===== config.mk =====
export PLATFORM = sky130hd
export DESIGN_NAME = alu_issue_ctrl
export DESIGN_NICKNAME = d
export VERILOG_FILES = /design/src/rtl/alu_issue_ctrl_pkg.sv /design/src/rtl/alu_cmd_fifo.sv /design/src/rtl/alu_issue_ctrl.sv
export SDC_FILE = /design/constraint.sdc
export NUM_CORES = 1
export LEC_CHECK = 0
export CORE_MARGIN = 4
export CORE_UTILIZATION = 45
export CTS_CLUSTER_SIZE = 12
export DETAILED_ROUTE_END_ITERATION = 6
export GPL_TIMING_DRIVEN = 0
export PLACE_DENSITY_LB_ADDON = 0.05
export SYNTH_ARGS = -nofsm -noshare
export SYNTH_HDL_FRONTEND = slang
export SYNTH_SLANG_ARGS = --single-unit

===== constraint.sdc =====
create_clock -name clock -period 5.4 [get_ports clock]
set_input_delay 1.08 -clock clock [delete_from_list [all_inputs] [get_ports clock]]
set_output_delay 1.08 -clock clock [all_outputs]
set_load 0.01 [all_outputs]

===== src/rtl/alu_issue_ctrl_pkg.sv =====
// rtl/alu_issue_ctrl_pkg.sv - shared types for the ALU issue controller.
package alu_issue_ctrl_pkg;

  typedef enum logic [2:0] {
    ADD   = 3'd0,
    SUB   = 3'd1,
    AND   = 3'd2,
    OR    = 3'd3,
    XOR   = 3'd4,
    SHL   = 3'd5,
    SHR   = 3'd6,
    PASSB = 3'd7
  } opcode_t;

  typedef struct packed {
    logic [31:0] a;
    logic [31:0] b;
    opcode_t     opcode;
  } instruction_t;

  typedef enum logic [1:0] {
    IDLE       = 2'd0,
    ISSUE_WAIT = 2'd1,
    RESP       = 2'd2
  } issue_state_t;

  // Wide enough for the largest supported ALU latency (15).
  localparam int WAIT_W = 4;

endpackage


===== src/rtl/alu_cmd_fifo.sv =====
// rtl/alu_cmd_fifo.sv - synchronous command FIFO, registered full/empty, no bypass paths.
module alu_cmd_fifo
  import alu_issue_ctrl_pkg::*;
#(
  parameter int  DEPTH  = 4,
  parameter type elem_t = instruction_t
) (
  input  logic  clock,
  input  logic  reset_n,
  input  logic  push,
  input  logic  pop,
  input  elem_t din,
  output logic  full,
  output logic  empty,
  output elem_t head
);

  localparam int AW = $clog2(DEPTH);

  elem_t        mem [DEPTH];
  logic [AW:0]  wr_ptr;
  logic [AW:0]  rd_ptr;
  logic         do_push;
  logic         do_pop;

  assign do_push = push && !full;
  assign do_pop  = pop && !empty;

  // Extra MSB on each pointer separates full (MSBs differ) from empty.
  assign empty = (wr_ptr == rd_ptr);
  assign full  = (wr_ptr[AW] != rd_ptr[AW]) && (wr_ptr[AW-1:0] == rd_ptr[AW-1:0]);
  assign head  = mem[rd_ptr[AW-1:0]];

  always_ff @(posedge clock or negedge reset_n) begin
    if (!reset_n) begin
      wr_ptr <= '0;
      rd_ptr <= '0;
    end else begin
      if (do_push) wr_ptr <= wr_ptr + 1'b1;
      if (do_pop)  rd_ptr <= rd_ptr + 1'b1;
    end
  end

  always_ff @(posedge clock) begin
    if (do_push) mem[wr_ptr[AW-1:0]] <= din;
  end

endmodule


===== src/rtl/alu_issue_ctrl.sv =====
// rtl/alu_issue_ctrl.sv - queues host instructions, issues them to the ALU one at a time, returns results.
// Optional ADD result checker enabled by defining ALU_ISSUE_CHECK_EN.
module alu_issue_ctrl
  import alu_issue_ctrl_pkg::*;
#(
  parameter int FIFO_DEPTH  = 4,
  parameter int ALU_LATENCY = 1,
  parameter int CNT_W       = 16
) (
  input  logic               clock,
  input  logic               reset_n,
  input  logic               cmd_valid,
  output logic               cmd_ready,
  input  instruction_t       cmd_word,
  output instruction_t       iw,
  input  logic [31:0]        alu_result,
  output logic               rsp_valid,
  input  logic               rsp_ready,
  output logic [31:0]        rsp_result,
  output opcode_t            rsp_opcode,
  output logic               busy,
`ifdef ALU_ISSUE_CHECK_EN
  output logic               check_error,
  output logic [CNT_W-1:0]   error_count,
`endif
  output logic [CNT_W-1:0]   issued_count
);

  issue_state_t       state;
  issue_state_t       state_nxt;
  logic [WAIT_W-1:0]  wait_cnt;
  logic               fifo_full;
  logic               fifo_empty;
  logic               fifo_pop;
  logic               capture;
  instruction_t       fifo_head;

  alu_cmd_fifo #(
    .DEPTH  (FIFO_DEPTH),
    .elem_t (instruction_t)
  ) u_fifo (
    .clock   (clock),
    .reset_n (reset_n),
    .push    (cmd_valid),
    .pop     (fifo_pop),
    .din     (cmd_word),
    .full    (fifo_full),
    .empty   (fifo_empty),
    .head    (fifo_head)
  );

  assign cmd_ready = !fifo_full;
  assign busy      = (state != IDLE) || !fifo_empty;

  always_comb begin
    state_nxt = state;
    fifo_pop  = 1'b0;
    capture   = 1'b0;
    case (state)
      IDLE: begin
        if (!fifo_empty) begin
          fifo_pop  = 1'b1;
          state_nxt = ISSUE_WAIT;
        end
      end
      ISSUE_WAIT: begin
        if (wait_cnt == '0) begin
          capture   = 1'b1;
          state_nxt = RESP;
        end
      end
      RESP: begin
        // Handshake edge can pop the next word directly, avoiding an IDLE bubble.
        if (rsp_ready) begin
          if (!fifo_empty) begin
            fifo_pop  = 1'b1;
            state_nxt = ISSUE_WAIT;
          end else begin
            state_nxt = IDLE;
          end
        end
      end
      default: state_nxt = IDLE;
    endcase
  end

  always_ff @(posedge clock or negedge reset_n) begin
    if (!reset_n) begin
      state        <= IDLE;
      iw           <= '0;
      wait_cnt     <= '0;
      issued_count <= '0;
      rsp_valid    <= 1'b0;
      rsp_result   <= '0;
      rsp_opcode   <= opcode_t'('0);
    end else begin
      state <= state_nxt;
      if (fifo_pop) begin
        iw           <= fifo_head;
        wait_cnt     <= WAIT_W'(ALU_LATENCY);
        issued_count <= issued_count + CNT_W'(1);
      end else if (state == ISSUE_WAIT && wait_cnt != '0) begin
        wait_cnt <= wait_cnt - 1'b1;
      end
      if (capture) begin
        rsp_valid  <= 1'b1;
        rsp_result <= alu_result;
        rsp_opcode <= iw.opcode;
      end else if (state == RESP && rsp_ready) begin
        rsp_valid <= 1'b0;
      end
    end
  end

`ifdef ALU_ISSUE_CHECK_EN
  logic [31:0] add_sum;

  assign add_sum = iw.a + iw.b;

  always_ff @(posedge clock or negedge reset_n) begin
    if (!reset_n) begin
      check_error <= 1'b0;
      error_count <= '0;
    end else if (capture && iw.opcode == ADD && alu_result != add_sum) begin
      check_error <= 1'b1;
      if (error_count != '1) error_count <= error_count + CNT_W'(1);
    end
  end
`endif

endmodule


After elaboration in Yosys (flattened, before gate mapping)
Memory sizes are Yosys's and may differ from the RTL's. A register that Yosys moved wholly into a read port is not among the register bits.
Cells that the tools add are included.

operators by class
  add/sub/neg operators = 4
  equal/unequal tests = 8
  multiplexer cells = 16
  reduce and logical (&&, ||, !) cells = 16

operators with widths
  operator                                                            count
  16-bit by 1-bit adder with 16-bit output, second input constant     1
  1-bit 2-to-1 mux                                                    9
  4-bit 2-to-1 mux                                                    2
  3-bit by 1-bit adder with 3-bit output, second input constant       2
  2-bit 2-to-1 mux                                                    3
  2-bit != test, second input constant                                3
  2-bit case mux with 3 select lines                                  1
  2-bit nonzero test                                                  3
  1-bit logical AND                                                   5
  4-bit zero test                                                     1
  4-bit nonzero test                                                  1
  4-bit by 1-bit subtractor with 4-bit output, second input constant  1
  3-bit == test                                                       1
  1-bit zero test                                                     3
  3-bit AND reduction                                                 1
  2-bit by 1-bit == test with 1-bit output, second input constant     1
  2-bit == test                                                       1
  2-bit == test, second input constant                                1
  2-bit zero test                                                     1
  1-bit case mux with 2 select lines                                  1
  1-bit logical OR                                                    1
  1-bit != test                                                       1

word-level totals
  register bits after elaboration = 64
  RAM bits = 268
  input port bits = 103
  memories = 1

memory list
  name        words  width  rd ports  clocked after Yosys merged registers in  write ports  line                RTL
  u_fifo.mem  4      67     1         1                                        1            alu_cmd_fifo.sv:20  elem_t mem [DEPTH];

Longest topological paths before layout
  depth after elaboration = 6
  depth in mapped cells = 7

Modules after synthesis
A second synthesis with hierarchy kept.

second synthesis, totals
  cells, all modules = 712
  area total of the unflattened synthesis = 15,011.9 µm²

by module, submodules not included
  module          times used  cells an instance  area each (µm²)  seq. area each (µm²)
  alu_cmd_fifo    1           402                10,182.3         8,197.9
  alu_issue_ctrl  1           310                4,829.6          3,128.0

Least setup slack after synthesis
OpenSTA, ideal clock, no wires.

  path type = input -> register
  from = input port cmd_valid
  to = memory u_fifo.mem[3][0] (netlist name) (enable)
  library setup time = 434 ps
  arrival time = 3,100 ps
  path slack = 1,866 ps
  stages on the path = 3
  path buffers = 0
  path through = inv_1 a31oi_1 and2_1

on the way
  word-level cells in the longest chain between the ends = 3

RTL lines
  item                                    line                  RTL
  start, declared                         alu_issue_ctrl.sv:12  input logic cmd_valid,
  1-bit logical AND                       alu_cmd_fifo.sv:26    assign do_push = push && !full;
  1-bit 2-to-1 mux                        alu_cmd_fifo.sv:45    if (do_push) mem[wr_ptr[AW-1:0]] <= din;
  1-bit 2-to-1 mux (implied by the code)  alu_cmd_fifo.sv:45
  end, declared                           alu_cmd_fifo.sv:20

Every way passes these cells.

Worst setup path in the final report
  from = register u_fifo.rd_ptr[0]
  to = output port busy

on the way
  word-level cells in the longest chain between the ends = 3

RTL lines
  item                    line                  RTL
  start, declared         alu_cmd_fifo.sv:22    logic [AW:0] rd_ptr;
  start signal, assigned  alu_cmd_fifo.sv:40    if (do_pop) rd_ptr <= rd_ptr + 1'b1;
  3-bit == test           alu_cmd_fifo.sv:30    assign empty = (wr_ptr == rd_ptr);
  1-bit zero test         alu_issue_ctrl.sv:53  assign busy = (state != IDLE) || !fifo_empty;
  1-bit logical OR        alu_issue_ctrl.sv:53
  end, declared           alu_issue_ctrl.sv:21  output logic busy,

Every way passes these cells.

==> impl_metrics.py <==
metrics = {
    "outcome": {
        "status": "finished clean",
    },
    "layout": {
        "areaGrowthSynthToFinish_pct": 28.7,
        "final_layout_size_suffix_gt1_share_pct": 22.7,
        "mostFrequentLayoutCells": "268 x edfxtp_1, 222 x clkdlybuf4s50_1, 131 x dfrtp_1, 67 x mux4_2, 44 x clkbuf_16",
        "layout_commonest_cell": "edfxtp_1",
        "final_util_pct": 59.1,
        "fillers": 2460,
        "nets": 1090,
    },
    "route": {
        "wire_per_inst_microns": 21.0,
        "drtIter0Drc": 275,
        "via_count": 7514,
        "drc": 0,
        "dr.pass1.iters": 4,
        "wirelength_mm": 30.6,
        "vias_per_cell": 5.16,
        "postRouteAntennaNets": 0,
    },
    "sta": {
        "max_slew_margin_pct": 40.4,
        "clock.fmax_mhz": 288,
        "final_max_slew_viol_count": 0,
        "final-setup-viol-count": 0,
        "fin_crit_sh_pct": 64.3,
        "setup_tns_ns": 0,
        "hold_viol_final": 0,
        "fin_ws_ns": 1.93,
        "rsz0062_at_grt": "false",
        "clock_skew_ns": 0.0163,
        "fin_crit_ns": 3.47,
        "worst_pin_slew_ns": 0.892,
        "timing.hold.ws_ns": 0.469,
    },
    "clocking": {
        "post_cts_resized": 0,
        "path_clk_slew_ns": 0.06,
        "postCtsSetupBuffers": 0,
        "hold_buffers": 0,
        "clkLatencyLatePin_ns": 0.53,
        "htreeDepth": 2,
        "cts-root-buf": "clkbuf_16",
        "cts_buffers": 43,
        "cts_num_sinks": 399,
        "clk_path_buf_depth": 3,
        "cts_tree": "built",
    },
    "power_and_ir_drop": {
        "p_sw_mw": 3.26,
        "power.density_nw_per_um2": 589,
        "leakage_nw": 7.01,
        "ir_drop_mv": 0.316,
        "clkPwrFrac_pct": 24.6,
        "switching_share_pct": 28.7,
        "p_comb_share_pct": 34.7,
        "p_total_mw": 11.4,
        "intPower_mw": 8.12,
        "pwr-share-seq_pct": 40.8,
    },
    "worst_setup_path": {
        "arrival_ns": 2.39,
        "cp.required_ns": 4.32,
        "worst-path-buf-inv": 2,
        "regToRegEndpoint": "u_fifo.mem[0][30]",
        "path_cells": "buf_2, xnor2_1, nand2_1, or4_1, clkdlybuf4s50_1",
        "crit_path_top_delay_cell": "clkdlybuf4s50_1",
        "path_delay_family": "buffers and inverters",
        "path_max_fanout": 7,
        "critPathKind": "reg -> out",
        "reg2reg_from": "u_fifo.rd_ptr[1]",
        "cp-start-kind": "flop",
        "r2r_slack_ns": 2.82,
        "slowest_delay_ns": 0.52,
        "worstRegToRegCells": 5,
        "endpoint_kind": "output port",
    },
    "synth": {
        "synth_area_leaders": "edfxtp_1 54%, dfrtp_1 22%, mux4_2 10%",
        "ys_types": 37,
        "synthFlopType": "edfxtp_1",
        "syn_avg_cell_area_sq_um": 21.3,
        "yosysWarnings": 0,
        "synth_fp_nets": 817,
        "synthArstFlopShare_pct": 32.8,
        "synthCells": 706,
        "netlist_area_sq_um": 15000,
        "yosysTopAreaCellShare_pct": 53.6,
        "synth_top_area_cell": "edfxtp_1",
        "synth_seq_cells": 399,
        "ys_seq_area_share_pct": 75.4,
        "synth_edf_count": 268,
    },
    "grt": {
        "use_met1_pct": 21.1,
        "gr-usage-all-layers_pct": 16.9,
        "grt_start_max_net_pins": 73,
        "antenna_found_initial": 3,
        "grt_pass1_vias": 8280,
        "grtUsageMet2_pct": 29.6,
        "grt_first_pass_wirelength_mm": 47.6,
        "grtUsageMet3_pct": 4.49,
        "overflow": 0,
        "busiest_layer": "met2",
    },
    "floorplan": {
        "boundaryPins": 224,
        "die_area_sq_um": 36400,
        "die_y_microns": 191,
        "start_util_pct": 45.9,
        "core_sq_um": 32700,
        "rows": 66,
        "fp.dieW_microns": 191,
    },
    "hold_path": {
        "hold_path_class": "reg -> reg",
        "min_to": "issued_count[15]",
        "worstHoldStart": "issued_count[15]",
        "holdPathStages": 1,
    },
    "job": {
        "maxCapViolations": 0,
    },
    "placed_design": {
        "preCtsSetupSlack_ns": 2.04,
        "port_buffers": 223,
        "dp_hpwl_mm": 19.5,
        "place_congestion": 0.777,
    },
}
==> worst max path at each step <==
stage | from | end | slack (ns) | depth (start not counted)
6_report | u_fifo.rd_ptr[0] | busy | 1.93 | 5
5_1_grt | u_fifo.rd_ptr[0] | busy | 1.80 | 5
3_5_place_dp | cmd_valid | u_fifo.mem[0][29] | 2.04 | 5
3_3_place_gp | reset_n | iw[45] | -2.75 | 1
2_1_floorplan | cmd_valid | u_fifo.mem[3][0] | 1.87 | 3
4_1_cts | u_fifo.rd_ptr[1] | busy | 1.90 | 5
==> power groups by stage <==
stage / clock network (mW) / registers [mW] / logic, mW
finish: 2.80 / 4.64 / 3.95
global route: 3.01 / 4.75 / 4.28
CTS: 2.88 / 4.66 / 4.05
detailed placement: 0 / 4.71 / 4.04
global placement: 0 / 4.73 / 3.89
floorplan: 0 / 4.84 / 2.15
==> synthesized netlist by cell type, types with 4 or more instances <==
cell and n:
edfxtp_1 268, dfrtp_1 131, mux4_2 67, mux2_2 40, mux2_1 34, mux2_4 28, xnor2_1 19, buf_2 17
nand2_1 16, inv_1 9, nand4_1 9, ha_1 8, xor2_1 8, clkbuf_1 6, nand3_1 6, nor2_1 5
and2_1 4
==> layout make-up <==
cell class | instances | area, sq um | area share, %
buffer | 30 | 198 | 1.02
clock buffer | 65 | 1240 | 6.42
antenna | 2 | 5.00 | 0.0259
timing repair buffer | 228 | 2370 | 12.3
clock inverter | 14 | 129 | 0.667
multi-input combinational | 268 | 3470 | 17.9
tap | 442 | 553 | 2.86
sequential | 399 | 11300 | 58.6
inverter | 9 | 33.8 | 0.175
==> through the flow <==
step | cells | instance area [sq um]
2_1_floorplan | 706 | 15000
3_3_place_gp | 1371 | 17800
3_5_place_dp | 1376 | 17900
4_1_cts | 1455 | 19300
5_1_grt | 1456 | 19300
6_report | 1457 | 19300
==> flip-flops by register name, summed over array words and instances (netlist names) <==
register	flops
u_fifo.wr_ptr	3
wait_cnt	4
rsp_result	32
issued_count	16
iw	67
rsp_opcode	3
u_fifo.rd_ptr	3
u_fifo.mem	268
state	2
rsp_valid	1
==> cell families after synthesis <==
family | share of synthesized area (%)
buffers and inverters | 1.54
xor gates and xnor gates | 1.58
AOI/OAI and AO/OA | 0.367
adders and majority gates | 0.667
and+or+nand+nor | 2.02
DFF | 75.4
muxes | 18.4
==> metal layers <==
metal | part of all wire [%] | up-vias
met5 | 0.082 | -
met4 | 2.0 | 4
met3 | 6.5 | 48
met2 | 51 | 202
met1 | 41 | 3910
li1 | - | 3350
==> worst reg2reg max path, delay by kind of cell, from the launching register on <==
family	cells	cell delay, ns
compound gates	1	0.54
flops	1	0.39
simple gates	1	0.59
buf+inv	2	0.53
xor+xnor	1	0.18
Note: power is estimated with default switching activity, not from simulation.
